File: src/rtl/cm0_irq_conditioner.sv
// Interrupt/event conditioning front-end for a Cortex-M0 style core.
// Synchronizes asynchronous IRQ/NMI/event sources, shapes IRQs as level
// or stretched edge pulses, glitch-filters NMI and generates the SysTick
// reference enable together with a constant calibration word.
`timescale 1ns/1ps

module Cm0IrqSync #(
  parameter int DEPTH = 2
) (
  input  logic clk_i,
  input  logic rst_i,
  input  logic d_i,
  output logic q_o
);

  logic [DEPTH-1:0] sync_q;

  // Shift the asynchronous input through DEPTH flops to settle metastability
  always_ff @(posedge clk_i or posedge rst_i) begin
    if (rst_i) begin
      sync_q <= '0;
    end else begin
      sync_q <= {sync_q[DEPTH-2:0], d_i};
    end
  end

  assign q_o = sync_q[DEPTH-1];

endmodule

module cm0_irq_conditioner #(
  parameter int          NUMIRQ   = 32,
  parameter int          SYNC     = 2,
  parameter logic [31:0] EDGEMASK = 32'h0,
  parameter int          STRETCH  = 4,
  parameter int          NMIFILT  = 3,
  parameter int          STDIV    = 100,
  parameter logic [23:0] TENMS    = 24'd999,
  parameter logic        SKEW     = 1'b0
) (
  input  logic        HCLK_i,
  input  logic        HRESET_i,
  input  logic [31:0] IRQSRC_i,
  input  logic        NMISRC_i,
  input  logic        EVSRC_i,
  input  logic        STEN_i,
  output logic [31:0] IRQ_o,
  output logic        NMI_o,
  output logic        RXEV_o,
  output logic        STCLKEN_o,
  output logic [25:0] STCALIB_o
);

  localparam logic [3:0]  STRETCH_VAL = 4'(STRETCH);
  localparam logic [3:0]  NMI_LAST    = 4'(NMIFILT - 1);
  localparam logic [23:0] STDIV_LAST  = 24'(STDIV - 1);

  // ---------------- IRQ lines ----------------
  for (genvar i = 0; i < 32; i++) begin : gLine
    if (i < NUMIRQ) begin : gImpl
      logic sIrq;

      Cm0IrqSync #(.DEPTH(SYNC)) uSync (
        .clk_i (HCLK_i),
        .rst_i (HRESET_i),
        .d_i   (IRQSRC_i[i]),
        .q_o   (sIrq)
      );

      if (EDGEMASK[i]) begin : gEdge
        logic       prev_q;
        logic [3:0] stretchCnt_q;
        logic [3:0] stretchCnt_d;
        logic       irq_q;

        // A rising edge (re)loads the stretch counter, otherwise it runs down to zero
        always_comb begin
          stretchCnt_d = stretchCnt_q;
          if (sIrq && !prev_q) begin
            stretchCnt_d = STRETCH_VAL;
          end else if (stretchCnt_q != 4'd0) begin
            stretchCnt_d = stretchCnt_q - 4'd1;
          end
        end

        // Register edge history, the counter and the IRQ seen while it is non-zero
        always_ff @(posedge HCLK_i or posedge HRESET_i) begin
          if (HRESET_i) begin
            prev_q       <= 1'b0;
            stretchCnt_q <= 4'd0;
            irq_q        <= 1'b0;
          end else begin
            prev_q       <= sIrq;
            stretchCnt_q <= stretchCnt_d;
            irq_q        <= (stretchCnt_d != 4'd0);
          end
        end

        assign IRQ_o[i] = irq_q;
      end else begin : gLevel
        logic irq_q;

        // Level lines simply register the synchronized source
        always_ff @(posedge HCLK_i or posedge HRESET_i) begin
          if (HRESET_i) begin
            irq_q <= 1'b0;
          end else begin
            irq_q <= sIrq;
          end
        end

        assign IRQ_o[i] = irq_q;
      end
    end else begin : gAbsent
      logic unusedSrc;
      assign unusedSrc = IRQSRC_i[i];
      assign IRQ_o[i]  = 1'b0;
    end
  end

  // ---------------- NMI glitch filter ----------------
  logic       sNmi;
  logic       nmi_q;
  logic       nmi_d;
  logic [3:0] nmiFilt_q;
  logic [3:0] nmiFilt_d;

  Cm0IrqSync #(.DEPTH(SYNC)) uNmiSync (
    .clk_i (HCLK_i),
    .rst_i (HRESET_i),
    .d_i   (NMISRC_i),
    .q_o   (sNmi)
  );

  // Count consecutive disagreeing cycles; flip the output once the run is long enough
  always_comb begin
    nmi_d     = nmi_q;
    nmiFilt_d = 4'd0;
    if (sNmi != nmi_q) begin
      if (nmiFilt_q == NMI_LAST) begin
        nmi_d = sNmi;
      end else begin
        nmiFilt_d = nmiFilt_q + 4'd1;
      end
    end
  end

  // NMI filter state
  always_ff @(posedge HCLK_i or posedge HRESET_i) begin
    if (HRESET_i) begin
      nmi_q     <= 1'b0;
      nmiFilt_q <= 4'd0;
    end else begin
      nmi_q     <= nmi_d;
      nmiFilt_q <= nmiFilt_d;
    end
  end

  assign NMI_o = nmi_q;

  // ---------------- Event pulse ----------------
  logic sEv;
  logic evPrev_q;
  logic rxev_q;

  Cm0IrqSync #(.DEPTH(SYNC)) uEvSync (
    .clk_i (HCLK_i),
    .rst_i (HRESET_i),
    .d_i   (EVSRC_i),
    .q_o   (sEv)
  );

  // One registered pulse per synchronized rising edge of the event source
  always_ff @(posedge HCLK_i or posedge HRESET_i) begin
    if (HRESET_i) begin
      evPrev_q <= 1'b0;
      rxev_q   <= 1'b0;
    end else begin
      evPrev_q <= sEv;
      rxev_q   <= sEv && !evPrev_q;
    end
  end

  assign RXEV_o = rxev_q;

  // ---------------- SysTick reference enable ----------------
  logic [23:0] stCnt_q;
  logic [23:0] stCnt_d;
  logic        stclken_q;
  logic        stclken_d;

  // Divide HCLK by STDIV while enabled; disabling parks the counter at zero
  always_comb begin
    stCnt_d   = 24'd0;
    stclken_d = 1'b0;
    if (STEN_i) begin
      if (stCnt_q == STDIV_LAST) begin
        stclken_d = 1'b1;
      end else begin
        stCnt_d = stCnt_q + 24'd1;
      end
    end
  end

  // SysTick divider state
  always_ff @(posedge HCLK_i or posedge HRESET_i) begin
    if (HRESET_i) begin
      stCnt_q   <= 24'd0;
      stclken_q <= 1'b0;
    end else begin
      stCnt_q   <= stCnt_d;
      stclken_q <= stclken_d;
    end
  end

  assign STCLKEN_o = stclken_q;
  assign STCALIB_o = {1'b0, SKEW, TENMS};

endmodule
File: config.mk
export PLATFORM = sky130hd
export DESIGN_NAME = cm0_irq_conditioner
export DESIGN_NICKNAME = d
export VERILOG_FILES = /design/src/rtl/cm0_irq_conditioner.sv
export SDC_FILE = /design/constraint.sdc
export NUM_CORES = 1
export LEC_CHECK = 0
export CORE_MARGIN = 10
export CORE_UTILIZATION = 35
export DETAILED_ROUTE_END_ITERATION = 6
export PLACE_DENSITY_LB_ADDON = 0.1
export SYNTH_ARGS = -nofsm -noshare
export SYNTH_HDL_FRONTEND = slang
export SYNTH_SLANG_ARGS = --single-unit
File: constraint.sdc
create_clock -name HCLK_i -period 6.5 [get_ports HCLK_i]
set_clock_uncertainty 0.2 [all_clocks]
set_input_delay 1.3 -clock HCLK_i [delete_from_list [all_inputs] [get_ports HCLK_i]]
set_output_delay 1.3 -clock HCLK_i [all_outputs]
set_load 0.02 [all_outputs]
Word level (Yosys, flattened, before mapping)
Cells that the tools add are included.
{ "op_classes": {"n_addsub": 2, "eq_ne": 3, "mux": 6, "n_reduce_logical": 3} }
{ "op_table": {"columns": ["op", "count"], "rows": [
  ["2-to-1 mux 24 bit", 2],
  ["adder 24 x 1 -> 24 bit (second input constant)", 1],
  ["equality test 24 x 7 -> 1 bit (second input constant)", 1],
  ["2-to-1 mux 4 bit", 2],
  ["adder 4 x 1 -> 4 bit (second input constant)", 1],
  ["equality test 4 x 2 -> 1 bit (second input constant)", 1],
  ["2-to-1 mux 1 bit", 2],
  ["AND reduction 2 bit", 1],
  ["logical AND 1 bit", 1],
  ["zero test 1 bit", 1],
  ["inequality test 1 bit", 1]
]} }
{ "word_totals": {"ff_bits": 132, "inputBits": 37, "output_inout_bits": 61, "word_cells": 86} }

Longest topological paths before layout
{ "logic_depth": {"depth_word": 3, "depth_mapped": 6, "mapped_depth_nobuf": 5} }

Cells and area by module
A second synthesis with hierarchy kept.
{ "hier_totals": {"hier_cells": 347, "area_unflattened_um2": 4653.2} }
{ "modules_own_cells": {"columns": ["module", "n_inst", "cells_each", "area_each_um2", "seq_area_each_um2"], "rows": [
  ["cm0_irq_conditioner", 1, 245, 2824.0, 1601.5],
  ["Cm0IrqSync", 34, 3, 53.8, 50.0]
]} }

Least setup slack after synthesis
No wires, ideal clock.
{ "synth_path": {"kind": "input to register", "startpoint": "in STEN_i", "endpoint": "reg stCnt_q[2]", "setup_time_ps": 133, "t_arrival_ps": 1781, "t_required_ps": 6167, "slack_ps": 4386, "path_stages": 3, "path_buffers": 1, "cell_sequence": "o21ai_0 -> clkbuf_1 -> nor2_1"} }
{ "synth_between": {"elab_chain_len": 1} }
{ "synth_rtl": {"columns": ["item", "line", "text"], "rows": [
  ["start: declaration", "46", "input logic STEN_i,"],
  ["2-to-1 mux 24 bit", "196", "if (STEN_i) begin"],
  ["net stCnt_d[2]", "188", "logic [23:0] stCnt_d;"],
  ["end signal: assignment", "211", "stCnt_q <= stCnt_d;"],
  ["end: declaration", "187", "logic [23:0] stCnt_q;"]
]} }
The timed path passes the listed nets, and every way through them passes these cells.
A chain may end at the register's enable or synchronous reset.

==> impl_metrics.prom <==
# TYPE chip_impl_metric gauge
chip_impl_metric{name="postRouteWirelength",unit="mm"} 7.79
chip_impl_metric{name="slew_headroom",unit=""} 0.377
chip_impl_metric{name="final_nets",unit=""} 414
chip_impl_metric{name="number_of_diodes",unit=""} 0
chip_impl_metric{name="reg2reg_setup_slack",unit="ns"} 4.06
chip_impl_metric{name="synth_seq_area_share",unit=""} 0.732
chip_impl_metric{name="io-pin-count",unit=""} 98
chip_impl_metric{name="pwr_density_cell",unit="nW/um2"} 343
chip_impl_info{name="hold_path.class",value="reg -> reg"} 1
chip_impl_metric{name="worst_ep_arrival_time",unit="ns"} 3.17
chip_impl_metric{name="remaining_drc_errors",unit=""} 0
chip_impl_metric{name="cts.sinks",unit=""} 132
chip_impl_metric{name="synth_top_area_frac",unit=""} 0.732
chip_impl_info{name="setup_repair_after_global_routing_missed_its_margin",value="false"} 1
chip_impl_info{name="path_delay_family",value="buffers and inverters"} 1
chip_impl_info{name="library_cell_contributing_the_largest_single_delay_on_the_critical_path",value="sky130_fd_sc_hd__buf_4"} 1
chip_impl_metric{name="chipWidth",unit="um"} 134
chip_impl_metric{name="tightestPinTransition",unit="ns"} 0.935
chip_impl_info{name="synth_top_family_by_area",value="buffers and inverters"} 1
chip_impl_metric{name="final.setup.worst_slack",unit="ns"} 3.56
chip_impl_metric{name="dieArea",unit="um2"} 17800
chip_impl_metric{name="postSynthCellCount",unit=""} 324
chip_impl_metric{name="pre_cts_slack",unit="ns"} 2.99
chip_impl_metric{name="cts-buffers-inserted",unit=""} 17
chip_impl_metric{name="ys_types",unit=""} 33
chip_impl_metric{name="multiInputGateArea",unit="um2"} 805
chip_impl_metric{name="critical_path_required",unit="ns"} 6.73
chip_impl_metric{name="synth.ff_latch_count",unit=""} 132
chip_impl_metric{name="via_count",unit=""} 2298
chip_impl_metric{name="global_route.overflow_total",unit=""} 0
chip_impl_metric{name="die_h",unit="um"} 134
chip_impl_info{name="ordered_cell_list_for_the_critical_path",value="clkdlybuf4s50_1 -> inv_4 -> buf_4"} 1
chip_impl_metric{name="wl_per_cell",unit="um"} 13.9
chip_impl_metric{name="final_layout_size_suffix_gt1_frac",unit=""} 0.106
chip_impl_metric{name="final.period_utilization",unit=""} 0.452
chip_impl_metric{name="layout.area.seq",unit="um2"} 3300
chip_impl_metric{name="synthAdderAreaFrac",unit=""} 0.00832
chip_impl_metric{name="grt_pass1_wl",unit="mm"} 13.2
chip_impl_metric{name="max_clock_freq",unit="MHz"} 340
chip_impl_metric{name="fp-row-count",unit=""} 41
chip_impl_metric{name="crit_path_max_cell_delay",unit="ns"} 0.80
chip_impl_info{name="synth_ff_type",value="sky130_fd_sc_hd__dfrtp_1"} 1
chip_impl_metric{name="io_buffers",unit=""} 71
chip_impl_metric{name="synth.cell_area",unit="um2"} 4510
chip_impl_metric{name="p_total",unit="mW"} 1.95
chip_impl_metric{name="ctsHoldBuffers",unit=""} 0
chip_impl_metric{name="synth_enable_flop_cells",unit=""} 0
chip_impl_info{name="timing_worst_setup_path_type",value="in -> async"} 1
chip_impl_metric{name="router_iterations_before_antenna_repair",unit=""} 4
chip_impl_metric{name="cp_num_buf_inv",unit=""} 3
chip_impl_metric{name="grtUsageMet3",unit=""} 0.0530
chip_impl_metric{name="setup_viol_count_final",unit=""} 0
chip_impl_info{name="yosys.cell_count.top_type",value="sky130_fd_sc_hd__dfrtp_1"} 1
chip_impl_metric{name="final.fill_count",unit=""} 1162
chip_impl_info{name="grt_busiest_layer",value="met2"} 1
chip_impl_info{name="clockRootBuffer",value="sky130_fd_sc_hd__clkbuf_16"} 1
chip_impl_metric{name="yosys-mux-area-fraction",unit=""} 0.00250
chip_impl_metric{name="effective_utilization_at_floorplan",unit=""} 0.358
chip_impl_metric{name="antenna_found_initial",unit=""} 0
chip_impl_metric{name="gpl.final_weighted_congestion",unit=""} 0.741
chip_impl_info{name="min-delay-start",value="gLine[18].gImpl.uSync.sync_q[0]"} 1
chip_impl_info{name="worstSetupStartpoint",value="HRESET_i"} 1
chip_impl_metric{name="synth_compound_gate_area_share",unit=""} 0.0252
chip_impl_metric{name="critical_path_peak_fanout",unit=""} 70
chip_impl_metric{name="maximum_level_of_the_cts_h_tree",unit=""} 4
chip_impl_info{name="tritoncts",value="yes"} 1
chip_impl_metric{name="final.setup.tns",unit="ns"} 0
chip_impl_metric{name="max-cap-violations",unit=""} 0
chip_impl_metric{name="core-area",unit="um2"} 12600
chip_impl_metric{name="drv_slew",unit=""} 0
chip_impl_metric{name="groute.usage.overall",unit=""} 0.0956
chip_impl_metric{name="flow.area_growth_from_synthesis",unit="%"} 25.7
chip_impl_metric{name="warning_count_from_the_yosys_run",unit=""} 0
chip_impl_metric{name="leakage",unit="nW"} 2.43
chip_impl_metric{name="yosys.area_share.simple",unit=""} 0.0907
chip_impl_metric{name="ir_drop",unit="uV"} 172
chip_impl_metric{name="synthArstFlopShare",unit=""} 1.00
chip_impl_info{name="timing.critical_path.to_type",value="async pin"} 1
chip_impl_info{name="status",value="completed"} 1
chip_impl_info{name="timing.critical_path.from_type",value="primary input"} 1
chip_impl_info{name="synth.area.top_cells",value="sky130_fd_sc_hd__dfrtp_1, sky130_fd_sc_hd__buf_4, sky130_fd_sc_hd__xnor2_1"} 1
chip_impl_metric{name="clk_transition_reported_paths",unit="ns"} 0.05
chip_impl_metric{name="groute.layer.met2.usage",unit=""} 0.142
chip_impl_metric{name="worst_skew_pair.late_latency",unit="ns"} 0.41
chip_impl_metric{name="synth.avg_cell_area",unit="um2"} 13.9
chip_impl_info{name="regToRegStartpoint",value="stCnt_q[0]"} 1
chip_impl_info{name="synth_area_leader_cell",value="sky130_fd_sc_hd__dfrtp_1"} 1
chip_impl_metric{name="ctsResizeCount",unit=""} 0
chip_impl_metric{name="place_hpwl",unit="mm"} 5.30
chip_impl_metric{name="grt_max_degree",unit=""} 71
chip_impl_metric{name="detail-route-antenna-nets",unit=""} 0
chip_impl_metric{name="first_global_vias",unit=""} 2499
chip_impl_metric{name="drt_iter0_drc",unit=""} 147
chip_impl_metric{name="synth_xor_area_frac",unit=""} 0.0291
chip_impl_metric{name="post-cts-setup-buffer-count",unit=""} 0
chip_impl_metric{name="post_drt_via_cell_ratio",unit=""} 4.11
chip_impl_metric{name="finalHoldViolCount",unit=""} 0
chip_impl_info{name="synth.top_cells.by_count",value="sky130_fd_sc_hd__dfrtp_1, sky130_fd_sc_hd__buf_4, sky130_fd_sc_hd__nor2_1, sky130_fd_sc_hd__xnor2_1"} 1
chip_impl_metric{name="ctsLongestPathBuffers",unit=""} 2
chip_impl_metric{name="globalRouteMet1Util",unit=""} 0.111
chip_impl_metric{name="final_period_minus_worst_setup_slack",unit="ns"} 2.94
cells by family after synthesis:
| group | after synthesis |
|---|---|
| compound gates | 21 |
| buf+inv | 74 |
| xor+xnor | 15 |
| fa+ha+maj | 3 |
| other cells | 2 |
| flops | 132 |
| mux | 1 |
| simple gates | 76 |
stage by stage:
step	instances	utilization	instance area [um2]	hold WS (ns)
6_report	559	0.450	5670	0.144
5_1_grt	559	0.450	5670	0.150
4_1_cts	559	0.450	5670	0.147
3_5_place_dp	527	0.402	5080	0.135
3_3_place_gp	527	0.402	5080	0.132
2_1_floorplan	348	-	4600	0.131
where the power goes:
| group | internal [mW] | switching [mW] | total (mW) |
|---|---|---|---|
| registers | 0.865 | 0.0186 | 0.884 |
| logic | 0.0555 | 0.0736 | 0.129 |
| clock network | 0.593 | 0.339 | 0.932 |
area by class of cell:
cell class,instances,share of cell area
Sequential cell,132,0.582
Multi-Input combinational cell,142,0.142
Timing Repair Buffer,72,0.127
Clock buffer,20,0.0822
Tap cell,172,0.0379
Clock inverter,12,0.0229
Inverter,9,0.00639
cells in the final DEF, fill, tap and decap left out, types with 2 or more instances in the layout:
cell and n:
sky130_fd_sc_hd__xnor2_1 10, sky130_fd_sc_hd__inv_1 8, sky130_fd_sc_hd__dfrtp_1 132, sky130_fd_sc_hd__a21oi_1 9, sky130_fd_sc_hd__nor2_1 23, sky130_fd_sc_hd__clkinvlp_4 5
sky130_fd_sc_hd__or3_1 6, sky130_fd_sc_hd__nand3_1 7, sky130_fd_sc_hd__ha_1 3, sky130_fd_sc_hd__clkbuf_8 3, sky130_fd_sc_hd__xor2_1 5, sky130_fd_sc_hd__o31ai_1 2
sky130_fd_sc_hd__o21ai_0 8, sky130_fd_sc_hd__nor3_1 6, sky130_fd_sc_hd__nand4_1 8, sky130_fd_sc_hd__clkinv_2 3, sky130_fd_sc_hd__conb_1 26, sky130_fd_sc_hd__clkdlybuf4s50_1 71
sky130_fd_sc_hd__nand4b_1 2, sky130_fd_sc_hd__clkbuf_16 17, sky130_fd_sc_hd__bufinv_16 2, sky130_fd_sc_hd__nand2_1 8, sky130_fd_sc_hd__or4_1 2, sky130_fd_sc_hd__clkinv_4 2
sky130_fd_sc_hd__nor4_1 5
state kept, by name, indices dropped and copies added, names as in the netlist, 2 cells and up:
| register | flops |
|---|---|
| gLine.gImpl.gLevel.irq_q | 32 |
| gLine.gImpl.uSync.sync_q | 64 |
| nmiFilt_q | 4 |
| stCnt_q | 24 |
| uEvSync.sync_q | 2 |
| uNmiSync.sync_q | 2 |
worst paths after layout:
kind / end / cells past startpoint
setup / recovery: gLine[28].gImpl.uSync.sync_q[1] / 3
hold / removal: gLine[18].gImpl.uSync.sync_q[1] / 0
setup reg to reg: stCnt_q[9] / 5
hold reg to reg: gLine[18].gImpl.uSync.sync_q[1] / 0
max in group HCLK_i: NMI_o / 1
min in group asynchronous: gLine[15].gImpl.gLevel.irq_q / 2
per-layer routing:
layer	part of all wire	vias to the layer above
li1	-	1081
met1	0.42	1144
met2	0.49	61
met3	0.075	12
met4	0.013	0
met5	0	-
Power figures use the tool's default switching activity.
==> variant, RTL diff (config.mk and constraints unchanged) <==
Reset style: synchronous (`HRESET_i` and `rst_i`), changed in 6 clocked blocks. Comments in the files are not updated.
--- a/src/rtl/cm0_irq_conditioner.sv
+++ b/src/rtl/cm0_irq_conditioner.sv
@@ -16,7 +16,7 @@
   logic [DEPTH-1:0] sync_q;
 
   // Shift the asynchronous input through DEPTH flops to settle metastability
-  always_ff @(posedge clk_i or posedge rst_i) begin
+  always_ff @(posedge clk_i) begin
     if (rst_i) begin
       sync_q <= '0;
     end else begin
@@ -84,7 +84,7 @@
         end
 
         // Register edge history, the counter and the IRQ seen while it is non-zero
-        always_ff @(posedge HCLK_i or posedge HRESET_i) begin
+        always_ff @(posedge HCLK_i) begin
           if (HRESET_i) begin
             prev_q       <= 1'b0;
             stretchCnt_q <= 4'd0;
@@ -101,7 +101,7 @@
         logic irq_q;
 
         // Level lines simply register the synchronized source
-        always_ff @(posedge HCLK_i or posedge HRESET_i) begin
+        always_ff @(posedge HCLK_i) begin
           if (HRESET_i) begin
             irq_q <= 1'b0;
           end else begin
@@ -146,7 +146,7 @@
   end
 
   // NMI filter state
-  always_ff @(posedge HCLK_i or posedge HRESET_i) begin
+  always_ff @(posedge HCLK_i) begin
     if (HRESET_i) begin
       nmi_q     <= 1'b0;
       nmiFilt_q <= 4'd0;
@@ -171,7 +171,7 @@
   );
 
   // One registered pulse per synchronized rising edge of the event source
-  always_ff @(posedge HCLK_i or posedge HRESET_i) begin
+  always_ff @(posedge HCLK_i) begin
     if (HRESET_i) begin
       evPrev_q <= 1'b0;
       rxev_q   <= 1'b0;
@@ -203,7 +203,7 @@
   end
 
   // SysTick divider state
-  always_ff @(posedge HCLK_i or posedge HRESET_i) begin
+  always_ff @(posedge HCLK_i) begin
     if (HRESET_i) begin
       stCnt_q   <= 24'd0;
       stclken_q <= 1'b0;
Function: differs if HRESET_i is asserted again (counterexample within 4 cycles, from zero or initial values and one cycle with HRESET_i high); with HRESET_i held inactive, the same outputs for 10 cycles.
==> variant against the original RTL <==
  * Sequential cell count unchanged
  * Cell count grew 17%
  * Count of clock-buffer cells in the layout decreased by 1
  * Setup slack better by 31 ps
  * Worst hold slack better by 40 ps
  * Power down 4.0%
  * Cell area shrank 0.84%
  * Maximum frequency grew 1.1%
  * Synthesized area up 0.44%
  * Wire length fell by 2.5%
==> variant: results (changes against the original RTL) <==
Placement
  – Place WS: 3360 ps (was 2990 ps)
  – Placed Instances: 623 (was 527)
  – Placed wire-length estimate: 5.01 mm (was 5.30 mm)
  – Gpl congestion: 0.759 (was 0.741)

Finish
  – Fill cells: 1,217 (was 1,162)
  – Area of the multi-input gates: 1450 um^2 (was 805 um^2)
  – Layout cells sized above 1: 0.0828 (was 0.106)
  – Largest regs: gLine.gImpl.uSync.sync_q x64, gLine.gImpl.gLevel.irq_q x32, stCnt_q x24 (unchanged)

Route
  – Routed wire length per instance: 11.6 um (was 13.9 um)
  – DRT Wirelength: 7.60 mm (was 7.79 mm)
  – Drt initial violations: 211 (was 147)

Logic synthesis
  – Fraction of registers with async set/reset: 0 (was 1.00)
  – Synth Cell Area: 4530 um^2 (was 4510 um^2)
  – Sequential-to-total area share from yosys stat: 0.583 (was 0.732)
  – Syn avg cell area: 10.5 um^2 (was 13.9 um^2)
  – Area share of fa/ha/maj cells after synthesis: 0.00828 (was 0.00832)
  – Leading post-synthesis cells by cell area: dfxtp_1 58%, nor2b_1 14%, buf_4 9.9% (was dfrtp_1 73%, buf_4 9.6%, xnor2_1 1.9%)
  – Post-synthesis mux area share: 0.00221 (was 0.00250)
  – Synth cell types: 31 (was 33)
  – Synth top cells by count: 132 x dfxtp_1, 102 x nor2b_1, 60 x buf_4, 23 x nor2_1, 12 x clkbuf_1 (was 132 x dfrtp_1, 58 x buf_4, 23 x nor2_1, 10 x xnor2_1)
  – Compound-gate portion of the synthesized area: 0.0248 (was 0.0252)
  – Post-Synth XOR/XNOR Area: 0.0309 (was 0.0291)

Pwr
  – Maximum vdd drop: 0.161 mV (was 0.172 mV)
  – Leak: 2.09 nW (was 2.43 nW)

Worst setup path
  – CP arrival: 1410 ps (was 3170 ps)
  – Critical R2R Launch: stCnt_q[12] (was stCnt_q[0])
  – CP peak stage delay: 630 ps (was 800 ps)
  – R2r setup slk: 3780 ps (was 4060 ps)
  – Crit-path slowest cell: clkdlybuf4s50_1 (was buf_4)
  – Critical Path Start: NMI_o (was HRESET_i)
  – CP max FO: 3 (was 70)

GRT
  – Vias in the first global route: 2,660 (was 2,499)
  – Pin count of the biggest net entering global routing: 106 (was 71)
  – First-pass GRT wire length: 12.7 mm (was 13.2 mm)
  – Total track usage: 0.0890 (was 0.0956)

Min path
  – Hold wc startpoint: evPrev_q (was gLine[18].gImpl.uSync.sync_q[0])
  – Worst hold path depth: 1 (was 0)

CTS
  – TritonCTS Buffers: 17 (unchanged)
  – H-tree depth: 4 (unchanged)
  – CTS resizes: 0 (unchanged)
  – CTS Buffer Depth: 2 (unchanged)

Run status
  – Status: finished, final reports clean (unchanged)

STA
  – Hold WS: 185 ps (was 144 ps)
  – Final Critical Period: 2910 ps (was 2940 ps)
[variant: cell count changes after synthesis, moves of 2 or more]
cell / before / now
dfrtp_1: 132 / 0
inv_1: 9 / 6
or3_2: 0 / 2
nand4b_1: 2 / 0
or3_1: 6 / 4
clkbuf_1: 4 / 12
o21ai_0: 9 / 4
buf_4: 58 / 60
o31ai_1: 2 / 4
or4_1: 2 / 8
nor3_1: 6 / 4
dfxtp_1: 0 / 132
nor2b_1: 1 / 102
nor4_1: 5 / 7
[variant: area by class of cell]
| class | instances | area share |
|---|---|---|
| Timing Repair Buffer | 71 | 0.126 |
| Tap cell | 172 | 0.0382 |
| Clock buffer | 19 | 0.0787 |
| Multi-Input combinational cell | 242 | 0.257 |
| Sequential cell | 132 | 0.470 |
| Clock inverter | 13 | 0.0262 |
| Inverter | 6 | 0.00400 |
[variant: per-layer routing]
layer | share of wire | wire (um) | GRT usage
met5 | 0 | 0 | 0
met4 | 0.017 | 131 | 0.0478
met3 | 0.068 | 514 | 0.0418
met2 | 0.46 | 3520 | 0.135
met1 | 0.45 | 3430 | 0.102
[variant: cell families after synthesis]
| logic type | count (synthesis) |
|---|---|
| AOI/OAI and AO/OA | 19 |
| adders and majority gates | 3 |
| buffers and inverters | 81 |
| DFF | 132 |
| and+or+nand+nor | 177 |
| other | 2 |
| xor gates and xnor gates | 16 |
| muxes | 1 |
[variant: worst paths after layout]
check,end
setup reg to reg,stCnt_q[22]
setup / recovery,NMI_o
hold reg to reg,RXEV_o
hold / removal,RXEV_o
[variant: where the power goes]
group | total (mW) | switching (mW) | internal (mW)
Sequential | 0.841 | 0.00548 | 0.835
Combinational | 0.0843 | 0.0428 | 0.0415
Clock | 0.942 | 0.361 | 0.581
Total | 1.87 | 0.409 | 1.46
